--- config.mk ---
export PLATFORM = sky130hd
export DESIGN_NAME = alu_share_arbiter_flat
export DESIGN_NICKNAME = d
export VERILOG_FILES = /design/src/rtl/alu_share_arbiter_if.sv /design/src/rtl/alu_share_arbiter.sv /design/src/flat_wrapper.sv
export SDC_FILE = /design/constraint.sdc
export NUM_CORES = 1
export LEC_CHECK = 0
export CAP_MARGIN = 20
export CORE_AREA = 2 2 120 122
export CTS_CLUSTER_DIAMETER = 100
export DETAILED_ROUTE_END_ITERATION = 8
export DIE_AREA = 0 0 122 124
export PLACE_DENSITY = 0.62
export SYNTH_ARGS = -nofsm -noshare
export SYNTH_HDL_FRONTEND = slang
export SYNTH_SLANG_ARGS = --single-unit
--- constraint.sdc ---
create_clock -name clk -period 2.1 [get_ports clk]
set_input_delay 0.42 -clock clk [delete_from_list [all_inputs] [get_ports clk]]
set_output_delay 0.42 -clock clk [all_outputs]
set_load 0.01 [all_outputs]
--- src/rtl/alu_share_arbiter_if.sv ---
// Purpose: bundles the two request ports, the ALU operand/result pins and the response port of the ALU share arbiter.
// Latency: none, wiring only; the arbiter adds one cycle from request fire to response valid.
// Backpressure: valid/ready on each request port and on the response port; flush drops the buffered response.
interface alu_share_arbiter_if #(
    parameter int DATA_WIDTH = 32,
    parameter int OP_WIDTH   = 5,
    parameter int TAG_WIDTH  = 4
);
    // Port 0: integer pipeline requester
    logic                  req0_valid;
    logic                  req0_ready;
    logic [DATA_WIDTH-1:0] req0_in1;
    logic [DATA_WIDTH-1:0] req0_in2;
    logic [4:0]            req0_shamt;
    logic [OP_WIDTH-1:0]   req0_op;
    logic [TAG_WIDTH-1:0]  req0_tag;

    // Port 1: address-gen / auxiliary requester
    logic                  req1_valid;
    logic                  req1_ready;
    logic [DATA_WIDTH-1:0] req1_in1;
    logic [DATA_WIDTH-1:0] req1_in2;
    logic [4:0]            req1_shamt;
    logic [OP_WIDTH-1:0]   req1_op;
    logic [TAG_WIDTH-1:0]  req1_tag;

    // Shared combinational ALU
    logic [DATA_WIDTH-1:0] alu_in1;
    logic [DATA_WIDTH-1:0] alu_in2;
    logic [4:0]            alu_shamt;
    logic [OP_WIDTH-1:0]   alu_op;
    logic [DATA_WIDTH-1:0] alu_res;
    logic                  alu_br;

    // Response buffer output
    logic                  rsp_valid;
    logic                  rsp_ready;
    logic                  rsp_id;
    logic [DATA_WIDTH-1:0] rsp_data;
    logic                  rsp_br;
    logic [TAG_WIDTH-1:0]  rsp_tag;

    logic                  flush;

    // Arbiter side
    modport slave (
        input  req0_valid, req0_in1, req0_in2, req0_shamt, req0_op, req0_tag,
        output req0_ready,
        input  req1_valid, req1_in1, req1_in2, req1_shamt, req1_op, req1_tag,
        output req1_ready,
        output alu_in1, alu_in2, alu_shamt, alu_op,
        input  alu_res, alu_br,
        output rsp_valid, rsp_id, rsp_data, rsp_br, rsp_tag,
        input  rsp_ready,
        input  flush
    );

    // Requester / ALU / consumer side
    modport master (
        output req0_valid, req0_in1, req0_in2, req0_shamt, req0_op, req0_tag,
        input  req0_ready,
        output req1_valid, req1_in1, req1_in2, req1_shamt, req1_op, req1_tag,
        input  req1_ready,
        input  alu_in1, alu_in2, alu_shamt, alu_op,
        output alu_res, alu_br,
        input  rsp_valid, rsp_id, rsp_data, rsp_br, rsp_tag,
        output rsp_ready,
        output flush
    );
endinterface

--- src/rtl/alu_share_arbiter.sv ---
// Purpose: shares one combinational ALU between two requesters, buffering one result with its port id and tag.
// Latency: 1 cycle from request fire to rsp_valid; one op per cycle when the consumer keeps rsp_ready high.
// Backpressure: request ready drops while the response buffer is full and not being drained, or during flush.
// Build option: define ALU_ARB_FIXED_PRIO_EN for port-0 priority with a port-1 starvation guard
// (STARVE_LIM); without it ties are broken round-robin.
module alu_share_arbiter #(
    parameter int DATA_WIDTH = 32,
    parameter int OP_WIDTH   = 5,
    parameter int TAG_WIDTH  = 4,
    parameter int STARVE_LIM = 4
) (
    input  logic                 clk,
    input  logic                 rst_n,
    alu_share_arbiter_if.slave   bus
);

    localparam logic [OP_WIDTH-1:0] ALU_NOP = '0;

    typedef enum logic {
        ST_EMPTY = 1'b0,
        ST_FULL  = 1'b1
    } buf_state_t;

    buf_state_t            state;
    logic                  rsp_id_q;
    logic [DATA_WIDTH-1:0] rsp_data_q;
    logic                  rsp_br_q;
    logic [TAG_WIDTH-1:0]  rsp_tag_q;

    logic can_issue;
    logic gnt0;
    logic gnt1;
    logic fire0;
    logic fire1;
    logic fire;
    logic pick1;   // tie-break choice when both ports are valid

`ifdef ALU_ARB_FIXED_PRIO_EN
    localparam int SC_W = (STARVE_LIM < 1) ? 1 : $clog2(STARVE_LIM + 1);
    localparam logic [SC_W-1:0] SC_LIM = SC_W'(STARVE_LIM);

    logic [SC_W-1:0] starve_cnt;

    // Port 0 wins ties until port 1 has lost STARVE_LIM fires in a row.
    assign pick1 = (starve_cnt == SC_LIM);

    // Count consecutive port-1 losses to port 0; saturates at the limit.
    always_ff @(posedge clk) begin
        if (!rst_n) begin
            starve_cnt <= '0;
        end else if (fire1) begin
            starve_cnt <= '0;
        end else if (fire0 && bus.req1_valid && (starve_cnt != SC_LIM)) begin
            starve_cnt <= starve_cnt + 1'b1;
        end
    end
`else
    logic rr_ptr;
    logic unused_cfg;

    // The round-robin pointer names the port that wins the next tie.
    assign pick1 = rr_ptr;

    // STARVE_LIM only shapes the fixed-priority build.
    assign unused_cfg = ^STARVE_LIM;

    // After a fire the pointer moves to the port that did not win; idle and flush cycles hold it.
    always_ff @(posedge clk) begin
        if (!rst_n) begin
            rr_ptr <= 1'b0;
        end else if (fire) begin
            rr_ptr <= fire0;
        end
    end
`endif

    // A new op may issue when the buffer is empty or is being drained this cycle; flush blocks issue.
    assign can_issue = !bus.flush && ((state == ST_EMPTY) || bus.rsp_ready);

    // Grant: a lone valid port wins, a tie goes to the port chosen by pick1.
    always_comb begin
        gnt0 = 1'b0;
        gnt1 = 1'b0;
        if (bus.req0_valid && bus.req1_valid) begin
            gnt1 = pick1;
            gnt0 = !pick1;
        end else begin
            gnt0 = bus.req0_valid;
            gnt1 = bus.req1_valid;
        end
    end

    // Grants are one-hot, so the two ready outputs are never high together.
    assign bus.req0_ready = gnt0 && can_issue;
    assign bus.req1_ready = gnt1 && can_issue;

    assign fire0 = bus.req0_valid && bus.req0_ready;
    assign fire1 = bus.req1_valid && bus.req1_ready;
    assign fire  = fire0 || fire1;

    // Steer the granted port's operands to the ALU; NOP and zero operands when nothing is granted.
    always_comb begin
        bus.alu_in1   = '0;
        bus.alu_in2   = '0;
        bus.alu_shamt = '0;
        bus.alu_op    = ALU_NOP;
        if (gnt1) begin
            bus.alu_in1   = bus.req1_in1;
            bus.alu_in2   = bus.req1_in2;
            bus.alu_shamt = bus.req1_shamt;
            bus.alu_op    = bus.req1_op;
        end else if (gnt0) begin
            bus.alu_in1   = bus.req0_in1;
            bus.alu_in2   = bus.req0_in2;
            bus.alu_shamt = bus.req0_shamt;
            bus.alu_op    = bus.req0_op;
        end
    end

    // Response buffer FSM: capture on fire, drain on rsp_ready, drop on flush; flush beats rsp_ready.
    always_ff @(posedge clk) begin
        if (!rst_n) begin
            state      <= ST_EMPTY;
            rsp_id_q   <= 1'b0;
            rsp_data_q <= '0;
            rsp_br_q   <= 1'b0;
            rsp_tag_q  <= '0;
        end else if (bus.flush) begin
            state <= ST_EMPTY;
        end else if (fire) begin
            state      <= ST_FULL;
            rsp_id_q   <= fire1;
            rsp_data_q <= bus.alu_res;
            rsp_br_q   <= bus.alu_br;
            rsp_tag_q  <= fire1 ? bus.req1_tag : bus.req0_tag;
        end else if (bus.rsp_ready) begin
            state <= ST_EMPTY;
        end
    end

    assign bus.rsp_valid = (state == ST_FULL);
    assign bus.rsp_id    = rsp_id_q;
    assign bus.rsp_data  = rsp_data_q;
    assign bus.rsp_br    = rsp_br_q;
    assign bus.rsp_tag   = rsp_tag_q;

endmodule

--- src/flat_wrapper.sv ---
// flat-port wrapper written by rule: the top's interface ports become plain ports
module alu_share_arbiter_flat 
#(
    parameter int DATA_WIDTH = 32,
    parameter int OP_WIDTH   = 5,
    parameter int TAG_WIDTH  = 4,
    parameter int STARVE_LIM = 4
)
  (clk, rst_n, bus_req0_valid, bus_req0_in1, bus_req0_in2, bus_req0_shamt, bus_req0_op, bus_req0_tag, bus_req0_ready, bus_req1_valid, bus_req1_in1, bus_req1_in2, bus_req1_shamt, bus_req1_op, bus_req1_tag, bus_req1_ready, bus_alu_in1, bus_alu_in2, bus_alu_shamt, bus_alu_op, bus_alu_res, bus_alu_br, bus_rsp_valid, bus_rsp_id, bus_rsp_data, bus_rsp_br, bus_rsp_tag, bus_rsp_ready, bus_flush);
  alu_share_arbiter_if #(.DATA_WIDTH(DATA_WIDTH), .OP_WIDTH(OP_WIDTH), .TAG_WIDTH(TAG_WIDTH)) bus_i ();
  input  logic clk;
  input  logic rst_n;
  input wire logic [$bits(bus_i.req0_valid)-1:0] bus_req0_valid;
  input wire logic [$bits(bus_i.req0_in1)-1:0] bus_req0_in1;
  input wire logic [$bits(bus_i.req0_in2)-1:0] bus_req0_in2;
  input wire logic [$bits(bus_i.req0_shamt)-1:0] bus_req0_shamt;
  input wire logic [$bits(bus_i.req0_op)-1:0] bus_req0_op;
  input wire logic [$bits(bus_i.req0_tag)-1:0] bus_req0_tag;
  output wire logic [$bits(bus_i.req0_ready)-1:0] bus_req0_ready;
  input wire logic [$bits(bus_i.req1_valid)-1:0] bus_req1_valid;
  input wire logic [$bits(bus_i.req1_in1)-1:0] bus_req1_in1;
  input wire logic [$bits(bus_i.req1_in2)-1:0] bus_req1_in2;
  input wire logic [$bits(bus_i.req1_shamt)-1:0] bus_req1_shamt;
  input wire logic [$bits(bus_i.req1_op)-1:0] bus_req1_op;
  input wire logic [$bits(bus_i.req1_tag)-1:0] bus_req1_tag;
  output wire logic [$bits(bus_i.req1_ready)-1:0] bus_req1_ready;
  output wire logic [$bits(bus_i.alu_in1)-1:0] bus_alu_in1;
  output wire logic [$bits(bus_i.alu_in2)-1:0] bus_alu_in2;
  output wire logic [$bits(bus_i.alu_shamt)-1:0] bus_alu_shamt;
  output wire logic [$bits(bus_i.alu_op)-1:0] bus_alu_op;
  input wire logic [$bits(bus_i.alu_res)-1:0] bus_alu_res;
  input wire logic [$bits(bus_i.alu_br)-1:0] bus_alu_br;
  output wire logic [$bits(bus_i.rsp_valid)-1:0] bus_rsp_valid;
  output wire logic [$bits(bus_i.rsp_id)-1:0] bus_rsp_id;
  output wire logic [$bits(bus_i.rsp_data)-1:0] bus_rsp_data;
  output wire logic [$bits(bus_i.rsp_br)-1:0] bus_rsp_br;
  output wire logic [$bits(bus_i.rsp_tag)-1:0] bus_rsp_tag;
  input wire logic [$bits(bus_i.rsp_ready)-1:0] bus_rsp_ready;
  input wire logic [$bits(bus_i.flush)-1:0] bus_flush;
  assign bus_i.req0_valid = bus_req0_valid;
  assign bus_i.req0_in1 = bus_req0_in1;
  assign bus_i.req0_in2 = bus_req0_in2;
  assign bus_i.req0_shamt = bus_req0_shamt;
  assign bus_i.req0_op = bus_req0_op;
  assign bus_i.req0_tag = bus_req0_tag;
  assign bus_req0_ready = bus_i.req0_ready;
  assign bus_i.req1_valid = bus_req1_valid;
  assign bus_i.req1_in1 = bus_req1_in1;
  assign bus_i.req1_in2 = bus_req1_in2;
  assign bus_i.req1_shamt = bus_req1_shamt;
  assign bus_i.req1_op = bus_req1_op;
  assign bus_i.req1_tag = bus_req1_tag;
  assign bus_req1_ready = bus_i.req1_ready;
  assign bus_alu_in1 = bus_i.alu_in1;
  assign bus_alu_in2 = bus_i.alu_in2;
  assign bus_alu_shamt = bus_i.alu_shamt;
  assign bus_alu_op = bus_i.alu_op;
  assign bus_i.alu_res = bus_alu_res;
  assign bus_i.alu_br = bus_alu_br;
  assign bus_rsp_valid = bus_i.rsp_valid;
  assign bus_rsp_id = bus_i.rsp_id;
  assign bus_rsp_data = bus_i.rsp_data;
  assign bus_rsp_br = bus_i.rsp_br;
  assign bus_rsp_tag = bus_i.rsp_tag;
  assign bus_i.rsp_ready = bus_rsp_ready;
  assign bus_i.flush = bus_flush;
  alu_share_arbiter #(.DATA_WIDTH(DATA_WIDTH), .OP_WIDTH(OP_WIDTH), .TAG_WIDTH(TAG_WIDTH), .STARVE_LIM(STARVE_LIM)) u_core (.clk(clk), .rst_n(rst_n), .bus(bus_i));
endmodule
# Word level (Yosys, flattened, before mapping)
# Index checks and enable logic that the tools add are counted.
[word_totals]
regBits = 40
in_bits = 195
out_inout_bits = 115
wordCells = 35
[classes]
n_mux = 13
n_bitwise = 3
reduce_logical = 13
[op_table]
columns = ["cell", "n"]
rows = [
  ["$mux W32", 4],
  ["$mux W5", 4],
  ["$logic_and A1 B1 Y1", 6],
  ["$mux W1", 4],
  ["$mux W4", 1],
  ["$not A1 Y1", 3],
  ["$logic_not A1 Y1", 2],
  ["$logic_or A1 B1 Y1", 2],
  ["$reduce_and A2 Y1", 1],
  ["$reduce_bool A2 Y1", 1],
  ["$reduce_or A2 Y1", 1],
]

# Logic depth before layout (Yosys ltp)
[depth]
ltp_word = 7
ltp_mapped = 5
mapped_depth_nobuf = 3

# Least setup slack after synthesis
# Ideal clock, no wire load.
[synth_timing]
path_type = "input -> output"
from = "input port bus_req1_valid"
to = "output port bus_alu_in1[10]"
t_arrival_ps = 1112
required_time_ps = 1680
path_slack_ps = 568
path_stages = 5
path_buffers = 2
cell_sequence = "inv_2 a21oi_1 buf_2 buf_4 a22o_1"
[synth_between]
elab_chain_cells = 4
word_cells_on_any_way = 5
cone_classes = "mux: 4; reduce/logical: 1"
[synth_rtl]
columns = ["item", "line", "text"]
rows = [
  ["start: declaration", "flat_wrapper.sv:20", "input wire logic [$bits(bus_i.req1_valid)-1:0] bus_req1_valid;"],
  ["$logic_and A1 B1 Y1", "alu_share_arbiter.sv:84", "if (bus.req0_valid && bus.req1_valid) begin"],
  ["$mux W1", "alu_share_arbiter.sv:84", ""],
  ["$mux W32", "alu_share_arbiter.sv:112", "end else if (gnt0) begin"],
  ["$mux W32 (*)", "alu_share_arbiter.sv:107", "if (gnt1) begin"],
  ["end: declaration", "flat_wrapper.sv:27", "output wire logic [$bits(bus_i.alu_in1)-1:0] bus_alu_in1;"],
]
# Every way passes the cells marked *; elsewhere a longest branch is shown, timed or not.

# Worst setup path after layout
[layout_timing]
from = "register u_core.rr_ptr (netlist: u_core.pick1)"
to = "output port bus_alu_in1[12]"
[layout_between]
elab_chain_cells = 4
word_cells_on_any_way = 5
cone_classes = "mux: 4; reduce/logical: 1"
[layout_rtl]
columns = ["item", "line", "text"]
rows = [
  ["start: declaration", "alu_share_arbiter.sv:58", "logic rr_ptr;"],
  ["start signal: assignment", "alu_share_arbiter.sv:72", "rr_ptr <= fire0;"],
  ["$logic_not A1 Y1", "alu_share_arbiter.sv:86", "gnt0 = !pick1;"],
  ["$mux W1", "alu_share_arbiter.sv:84", ""],
  ["$mux W32", "alu_share_arbiter.sv:112", ""],
  ["$mux W32 (*)", "alu_share_arbiter.sv:107", ""],
]
# Marks and branches as above.

==> results.toml <==
[flow_run]
maxCapViolCount = 0

[synthesis]
syn-num-nets = 487
postSynthCellCount = 292
netlist_area_mm2 = 0.002586
ys_types = 29
seq_area_frac_synth_pct = 30.96
ys_ff_latch = 40
syn_area_per_cell_um2 = 8.857
yosys_warnings = 0

[grt]
antenna_found_initial = 1
overflow = 0
grt_pass1_wl_um = 24430
grt_usage_pct = 21.96
use_met2_pct = 40.12
grt_max_degree = 42
grt_use_met1_pct = 24.22
grt_pass1_vias = 4033
grt.busiest_layer = "met2"
grt_use_met3_pct = 6.822

[clock_network]
cts_root_buf = "clkbuf_16"
clk_latency_ps = 280
clk_pin_slew_ps = 60
cts_tree = "built"
cts_buffers = 5
clk_path_buf_depth = 2
cts.sinks = 40
htreeDepth = 2

[power_and_ir_drop]
power_density_mw_per_mm2 = 477.1
leakage_nw = 2.510
p_total_mw = 2.857
ir_worst_vdd_uv = 323.9

[setup_path]
cp_slowest_stage_delay_ps = 320
worstSetupPathType = "register to output port"
crit_chain = "buf_4, a21boi_4, bufbuf_16, buf_4, a22o_1, clkdlybuf4s15_2"
start_kind = "register"
critPathSlowestCell = "dfxtp_2"
crit_top_cell = "buf_4"
arrival_ps = 1660
critPathRequiredTime_ps = 1680
worstPathMaxFanout = 4
endpoint_kind = "output port"

[sta]
max_clock_freq_ghz = 0.4817
max_slew_margin_pct = 70.27
finalSetupViolCount = 0
post-route-min-period_ps = 2076
hold_viol = 0
fin_crit_sh_pct = 98.86
rsz0062_at_grt = "yes"
tns_ps = 0
tightestPinTransition_ps = 446.0
final-max-slew-violation-count = 0
skew_ps = 5.066

[die]
die_w_um = 122
initial_utilization_pct = 18.85
die_area_mm2 = 0.01513
die_h_um = 124
core-area_mm2 = 0.01372
pin_count = 310
rows = 43

[place]
io_buffers = 309
hpwlAfterDp_um = 14850
place_congestion = 0.9114

[route]
ant_nets = 0
vias = 3885
dr.pass1.iters = 5
drt_first_iter_violations = 210
drc = 0
routed_wirelength_um = 18100
vias_per_cell = 4.924
wl_per_cell_um = 22.94

[finish]
layout_common_cells = "231 x clkdlybuf4s50_1, 71 x a22o_1, 67 x buf_2"
seqCellArea_um2 = 802.0
final_common_cell = "clkdlybuf4s50_1"
areaGrowthSynthToFinish_pct = 131.6
finalNetCount = 802
multi_input_area_mm2 = 0.001521
final.fill_count = 1353
drive_gt1_share_pct = 22.53

[run_status]
status = "finished clean"

[min_path]
min_path_type = "register to register"
==> layer usage <==
| layer | wire length [um] | up-vias | part of all wire (%) |
|---|---|---|---|
| li1 | - | 1825 | - |
| met1 | 6442 | 1846 | 36 |
| met2 | 9448 | 186 | 52 |
| met3 | 1737 | 28 | 9.6 |
| met4 | 471 | 0 | 2.6 |
| met5 | 0 | - | 0 |
==> kinds of logic after synthesis <==
logic type	count (synthesis)	share of synthesized area [%]
DFF	40	30.96
buffers and inverters	55	12.19
and+or+nand+nor	40	9.676
AOI/OAI and AO/OA	157	47.17
==> repair_timing <==
item | 4_1_cts | 5_1_grt
cloned | 3 | 1
endpoints found under the setup margin | 76 | 69
pin swaps | 14 | 4
endpoints found under the hold margin | 0 | 0
hold buffers | 0 | 0
gates resized for setup | 296 | 13
setup buffers | 4 | 2
==> through the flow <==
stage	hold WS [ps]	area, um^2	setup slack (ps)	cells	util, %
after global placement	455.0	5997	-626.7	772	43.71
final	467.0	5989	23.95	789	43.66
after CTS	464.9	6032	-65.40	787	43.97
after detailed placement	455.4	5997	-626.2	772	43.71
after floorplan	483.6	2586	567.5	292	-
after global routing	492.6	5989	-22.10	789	43.66
==> cells in the mapped netlist <==
cell	number	area share, %
clkbuf_1	12	1.7
a21bo_2	1	0.39
nor3_1	1	0.19
buf_2	12	2.3
a21boi_1	1	0.29
dfxtp_1	40	31
nand3_1	1	0.19
inv_1	8	1.2
a22o_1	74	25
o31a_1	1	0.34
a21oi_1	34	6.6
a31oi_1	1	0.24
a2111oi_4	1	1.1
inv_2	2	0.29
o41ai_1	4	1.4
nand4_1	33	8.0
a211oi_1	1	0.29
nand2b_1	1	0.24
buf_1	1	0.14
a311oi_1	1	0.34
buf_4	11	3.2
or2_1	1	0.24
buf_6	7	3.0
o21a_1	1	0.29
nor2_1	2	0.29
o31ai_1	33	9.6
clkinv_1	2	0.29
nor2b_4	1	0.53
a221oi_1	4	1.4
==> report_power, final <==
group,switching (mW),internal [mW]
logic,0.519,0.733
clock network,0.299,0.474
registers,0.0261,0.806
total,0.844,2.01
==> area by class of cell <==
class / count / share of cell area, %
timing repair buffer: 351 / 54.17
tap: 180 / 3.760
sequential: 40 / 13.39
multi-input combinational: 197 / 25.40
inverter: 12 / 0.7938
clock buffer: 8 / 2.444
antenna: 1 / 0.04178
==> state kept, by name, summed over array words and instances, names as in the netlist <==
| register | flops |
|---|---|
| u_core.bus.rsp_br | 1 |
| u_core.bus.rsp_valid | 1 |
| u_core.bus.rsp_tag | 4 |
| u_core.pick1 | 1 |
| u_core.bus.rsp_id | 1 |
| u_core.bus.rsp_data | 32 |
==> worst max-delay path: cells and delay by family, from the launching register on <==
family,cells,cell delay (ps)
buf+inv,4,760
compound gates,2,290
flops,1,320
==> path summary, 6_finish.rpt <==
| kind | endpoint | slack [ps] | from | cells past startpoint |
|---|---|---|---|---|
| min | u_core.bus.rsp_tag[3]$_SDFFE_PN0P_ | 470 | u_core.bus.rsp_tag[3]$_SDFFE_PN0P_ | 2 |
| min reg2reg | u_core.bus.rsp_tag[3]$_SDFFE_PN0P_ | 470 | u_core.bus.rsp_tag[3]$_SDFFE_PN0P_ | 2 |
| max | bus_alu_in1[12] | 20 | u_core.pick1$_SDFFE_PN0P_ | 6 |
| max reg2reg | u_core.bus.rsp_tag[1]$_SDFFE_PN0P_ | 530 | u_core.bus.rsp_valid$_SDFFE_PP0P_ | 5 |
Power figures use the tool's default switching activity.
